### src/rtl/seq_divider_pkg.sv
// Shared constants and state encoding for the sequential divider.
package seq_divider_pkg;
  localparam int unsigned WIDTH = 32;

  typedef enum logic [2:0] {
    ST_IDLE,
    ST_PREP,
    ST_CALC,
    ST_FIX,
    ST_DONE
  } state_e;

  localparam logic [WIDTH-1:0] DZ_QUOTIENT = 32'hFFFF_FFFF;
endpackage

### src/rtl/seq_divider_cba.sv
// 32-bit carry-bypass adder: 4-bit ripple blocks, each skipped when fully propagating.
module seq_divider_cba
  import seq_divider_pkg::*;
(
  input  logic [WIDTH-1:0] a_i,
  input  logic [WIDTH-1:0] b_i,
  input  logic             cin_i,
  output logic [WIDTH-1:0] sum_o,
  output logic             cout_o,
  output logic             of_o
);

  logic [WIDTH-1:0] p;
  logic [WIDTH-1:0] g;
  logic             c;
  logic             c_blk;
  logic             c_msb;

  assign p = a_i ^ b_i;
  assign g = a_i & b_i;

  always_comb begin
    c     = cin_i;
    c_blk = cin_i;
    c_msb = cin_i;
    sum_o = '0;
    for (int blk = 0; blk < 8; blk++) begin
      c_blk = c;
      for (int k = 0; k < 4; k++) begin
        if (4 * blk + k == 31) c_msb = c_blk;
        sum_o[4*blk+k] = p[4*blk+k] ^ c_blk;
        c_blk          = g[4*blk+k] | (p[4*blk+k] & c_blk);
      end
      c = (&p[4*blk +: 4]) ? c : c_blk;
    end
    cout_o = c;
    of_o   = c_msb ^ c;
  end

endmodule

### src/rtl/seq_divider.sv
// Restoring shift-subtract divider, one quotient bit per clock, with
// start/busy/done handshake and optional two's-complement operation.
module seq_divider
  import seq_divider_pkg::*;
#(
  parameter bit SIGNED = 1'b1
) (
  input  logic             clk_i,
  input  logic             rst_n_i,
  input  logic             start_i,
  input  logic [WIDTH-1:0] dividend_i,
  input  logic [WIDTH-1:0] divisor_i,
  output logic             busy_o,
  output logic             done_o,
  output logic [WIDTH-1:0] quotient_o,
  output logic [WIDTH-1:0] remainder_o,
  output logic             dz_o,
  output logic             of_o
);

  state_e           state_q, state_d;
  logic [4:0]       cnt_q, cnt_d;
  logic [WIDTH-1:0] a_q, a_d;
  logic [WIDTH-1:0] d_q, d_d;
  logic [WIDTH-1:0] r_q, r_d;
  logic [WIDTH-1:0] qt_q, qt_d;
  logic             sa_q, sa_d;
  logic             sd_q, sd_d;
  logic [WIDTH-1:0] quo_q, quo_d;
  logic [WIDTH-1:0] rem_q, rem_d;
  logic             dz_q, dz_d;
  logic             of_q, of_d;

  logic [WIDTH-1:0] rs;
  logic [WIDTH-1:0] diff;
  logic             carry;
  logic             cba_of_unused;

  // a_q is shifted left each iteration, so its MSB is always the next dividend bit.
  assign rs = {r_q[WIDTH-2:0], a_q[WIDTH-1]};

  seq_divider_cba u_cba (
    .a_i   (rs),
    .b_i   (~d_q),
    .cin_i (1'b1),
    .sum_o (diff),
    .cout_o(carry),
    .of_o  (cba_of_unused)
  );

  always_comb begin
    state_d = state_q;
    cnt_d   = cnt_q;
    a_d     = a_q;
    d_d     = d_q;
    r_d     = r_q;
    qt_d    = qt_q;
    sa_d    = sa_q;
    sd_d    = sd_q;
    quo_d   = quo_q;
    rem_d   = rem_q;
    dz_d    = dz_q;
    of_d    = of_q;
    case (state_q)
      ST_IDLE: begin
        if (start_i) begin
          a_d     = dividend_i;
          d_d     = divisor_i;
          dz_d    = 1'b0;
          of_d    = 1'b0;
          state_d = ST_PREP;
        end
      end
      ST_PREP: begin
        if (d_q == '0) begin
          quo_d   = DZ_QUOTIENT;
          rem_d   = a_q;
          dz_d    = 1'b1;
          state_d = ST_DONE;
        end else begin
          sa_d    = SIGNED & a_q[WIDTH-1];
          sd_d    = SIGNED & d_q[WIDTH-1];
          a_d     = sa_d ? -a_q : a_q;
          d_d     = sd_d ? -d_q : d_q;
          r_d     = '0;
          qt_d    = '0;
          cnt_d   = 5'd31;
          state_d = ST_CALC;
        end
      end
      ST_CALC: begin
        if (r_q[WIDTH-1] | carry) begin
          r_d  = diff;
          qt_d = {qt_q[WIDTH-2:0], 1'b1};
        end else begin
          r_d  = rs;
          qt_d = {qt_q[WIDTH-2:0], 1'b0};
        end
        a_d   = {a_q[WIDTH-2:0], 1'b0};
        cnt_d = cnt_q - 5'd1;
        if (cnt_q == 5'd0) state_d = ST_FIX;
      end
      ST_FIX: begin
        quo_d   = (sa_q ^ sd_q) ? -qt_q : qt_q;
        rem_d   = sa_q ? -r_q : r_q;
        // Only |min_int| / |-1| yields a magnitude of 2^31 with both signs negative.
        of_d    = sa_q & sd_q & (qt_q == 32'h8000_0000);
        state_d = ST_DONE;
      end
      ST_DONE: state_d = ST_IDLE;
      default: state_d = ST_IDLE;
    endcase
  end

  always_ff @(posedge clk_i or negedge rst_n_i) begin
    if (!rst_n_i) begin
      state_q <= ST_IDLE;
      cnt_q   <= '0;
      a_q     <= '0;
      d_q     <= '0;
      r_q     <= '0;
      qt_q    <= '0;
      sa_q    <= 1'b0;
      sd_q    <= 1'b0;
      quo_q   <= '0;
      rem_q   <= '0;
      dz_q    <= 1'b0;
      of_q    <= 1'b0;
    end else begin
      state_q <= state_d;
      cnt_q   <= cnt_d;
      a_q     <= a_d;
      d_q     <= d_d;
      r_q     <= r_d;
      qt_q    <= qt_d;
      sa_q    <= sa_d;
      sd_q    <= sd_d;
      quo_q   <= quo_d;
      rem_q   <= rem_d;
      dz_q    <= dz_d;
      of_q    <= of_d;
    end
  end

  assign busy_o      = (state_q == ST_PREP) || (state_q == ST_CALC) || (state_q == ST_FIX);
  assign done_o      = (state_q == ST_DONE);
  assign quotient_o  = quo_q;
  assign remainder_o = rem_q;
  assign dz_o        = dz_q;
  assign of_o        = of_q;

endmodule

### config.mk
export PLATFORM = sky130hd
export DESIGN_NAME = seq_divider
export DESIGN_NICKNAME = d
export VERILOG_FILES = /design/src/rtl/seq_divider_pkg.sv /design/src/rtl/seq_divider_cba.sv /design/src/rtl/seq_divider.sv
export SDC_FILE = /design/constraint.sdc
export NUM_CORES = 1
export LEC_CHECK = 0
export ABC_CLOCK_PERIOD_IN_PS = 18900
export BUFFER_PORTS_ARGS = -buffer_cell sky130_fd_sc_hd__buf_4
export CORE_ASPECT_RATIO = 1.1
export CORE_MARGIN = 2
export CORE_UTILIZATION = 47
export CTS_BUF_LIST = sky130_fd_sc_hd__clkbuf_4
export CTS_CLUSTER_DIAMETER = 120
export DETAILED_ROUTE_END_ITERATION = 8
export PLACE_DENSITY = 0.66
export RECOVER_POWER = 100
export SLEW_MARGIN = 20
export SYNTH_ARGS = -nofsm -noshare
export SYNTH_HDL_FRONTEND = slang
export SYNTH_SLANG_ARGS = --single-unit
### constraint.sdc
create_clock -name clk_i -period 18.9 [get_ports clk_i]
set_clock_uncertainty 0.15 [all_clocks]
set_input_delay 1.89 -clock clk_i [delete_from_list [all_inputs] [get_ports clk_i]]
set_output_delay 1.89 -clock clk_i [all_outputs]
set_load 0.01 [all_outputs]
==> reports/results.tsv <==
metric	value	unit
PnR Total Power	2620	uW
Final min period	16.42	ns
most used routing layer	met2	
cell depth of the worst min-delay path	2	
vias after detailed routing	11300	
net total in the final layout	1620	
wire length per cell	18.8	um
unrepaired setup endpoints after global routing	false	
final setup TNS	0	ns
slowest CP cell	and2_0	
Critical Path AT	16.83	ns
post-synth cell types	67	
DRT Pass-1 Iters	6	
Net Count, Synth	1505	
Mapped Area	12600	um2
ys flop type	dfrtp_1	
Die H	176	um
CTS tree	yes	
Synth-to-Final Area Change	12.9	%
vias per inst	6.00	
final-report setup violation count	0	
Peak VDD IR	89.9	uV
Root Driver	clkbuf_4	
Detail Placement HPWL	24.2	mm
final count of hold timing violations	0	
period utilization	0.869	
post-synth top area cell	dfrtp_1	
f_max	60.9	MHz
Startpoint Class	flip-flop	
synthesized flop and latch total	204	
first-pass GRT wire length	57.8	mm
H-tree depth	2	
failing checks	max-capacitance violations, max-slew violations	
WL final	35.2	mm
largest net degree at the start of global routing	78	
Worst-Margin Slew	4.36	ns
Synthesis Warnings	0	
die area	28100	um2
top-area cell type share of the netlist area	0.406	
DRT iter0 DRCs	928	
Cells after Synth	1368	
layout cells sized above 1	0.135	
gp weighted congestion	0.841	
clock buffer depth	3	
# DRC	0	
CTS resizes	0	
Layout Cells excl Fill	1875	
CP dominant cell by count	fa_1	
cell row count	62	
WP data required	19.31	ns
die width	160	um
vias in the first global route	10800	
pre-CTS setup slack	3.09	ns
reg-to-reg startpoint	a_q[31]	
top cells by area, synth	dfrtp_1 41%, o21ai_0 5.1%, fa_1 4.9%	
number of flops mapped to enable cells by yosys	0	
total gr overflow	0	
Seq/Total Area, Yosys	0.406	
Worst Path Max Fanout	32	
Max Transition Viols Final	503	
sum of buffers and inverters on the critical path	6	
TritonCTS Buffers	58	
status	complete, but fails checks	
Post-synth top cells	204 x dfrtp_1, 158 x nand2_1, 129 x o21ai_0	
crit path kind	reg2reg	
Max stage delay on crit path	0.78	ns
critical path's top delay family	adder cells	
starting density of the core	0.480	
asr flop ratio synth	1.00	
Hold Path Sink	sd_q	
internal reg-to-reg setup slack	2.48	ns
Setup Fix Bufs, Post-CTS	0	
gr usage total	0.251	
hold path start	sd_q	
Fill cells	2505	
initial antenna violation count	1	
cell with the most instances after synthesis	dfrtp_1	
CTS Sinks	204	
Finished Core Util	0.541	
P per Cell Area	184	nW/um2
routing usage on met1	0.374	
ANT nets after route	0	
Max Cap Violations	9	
Final WS setup	2.48	ns
R2R cell count	54	
Pleak	0.00607	uW
GR Util met2	0.378	
total I/O pin count	135	
met3 GRT Util	0.0399	
IO buf count	134	
placed cells	1775	
Worst Hold Class	reg2reg	
Syn Area/Cell	9.19	um2
CTS hold repair buffers	0	
R2R Path End	r_q[12]	
Worst setup EP type	flip-flop	
Clk pin slew, worst setup/hold paths	0.06	ns
core box area	26200	um2
Rel. slew slack	-1.91	
clock latency on the worst-skew pair	0.69	ns
==> routing by layer <==
metal  vias up  wire, um
met5         -         0
met4         0       768
met3        63      2260
met2       420     15700
met1      5475     16500
li1       5296         -
==> tightest hold or removal path, delay by kind of cell, from the launching register on <==
family / cells / cell delay, ns
flops: 1 / 0.34
simple gates: 2 / 0.10
==> placed cells by master, fill, tap and decap left out, drive strengths merged, types with 15 or more instances in the layout <==
cell and instances:
inv 53, dfrtp 204, nand3 15, mux2 17
xnor2 16, nor4 15, nor3 63, or3 26
ha 39, clkbuf 163, fa 31, o31ai 27
o21ai 130, nand4 41, xor2 52, nor2 83
a22o 36, buf 74, nand2 158, or4 18
o211ai 35, a21oi 47
==> how the worst max path moves through the flow <==
stage,cells past startpoint,end,startpoint,slack (ns)
after floorplan,56,r_q[10],a_q[31],3.97
after global placement,54,qt_q[0],a_q[31],3.18
after detailed placement,55,r_q[0],a_q[31],3.09
after CTS,55,r_q[0],a_q[31],3.08
after global routing,54,r_q[24],a_q[31],1.74
final,54,r_q[12],a_q[31],2.48
==> power by group <==
group | leakage (uW) | total (uW) | switching [uW] | internal (uW)
sequential | 0.00257 | 849 | 237 | 612
clock | 0.000414 | 389 | 186 | 203
combinational | 0.00308 | 1380 | 850 | 528
==> cells by family (layout without fill, tap and decap cells) <==
family,after synthesis,count (layout),synth area share
AO/OA/AOI/OAI,401,401,0.216
XOR/XNOR,68,68,0.0474
adder cells (fa/ha/maj),70,70,0.0881
buffers and inverters,149,303,0.0465
flip-flops,204,204,0.406
multiplexers,18,18,0.0160
other,0,1,0
AND/OR/NAND/NOR,458,458,0.180
==> through the flow <==
stage               hold slack (ns)  cell area (um2)
detailed placement            0.325            13800
global placement              0.320            13800
finish                        0.332            14200
CTS                           0.339            14500
floorplan                     0.301            12600
global route                  0.383            14200
==> state kept, by name (all words and copies together), names as in the netlist <==
name / flops
a_q: 32
d_q: 32
qt_q: 32
quotient_o: 32
r_q: 32
remainder_o: 32
cnt_q: 5
state_q: 3
dz_o: 1
of_o: 1
sa_q: 1
sd_q: 1
==> area by class of cell <==
cell class	count	area, um2	area share
Multi-Input combinational cell	1015	6910	0.487
Sequential cell	204	5100	0.360
Timing Repair Buffer	152	848	0.0598
Clock buffer	85	638	0.0449
Tap cell	352	440	0.0310
Inverter	52	195	0.0137
Clock inverter	14	56.3	0.00397
Antenna cell	1	2.50	0.000176
No activity file was read; power rests on OpenSTA's default activity.
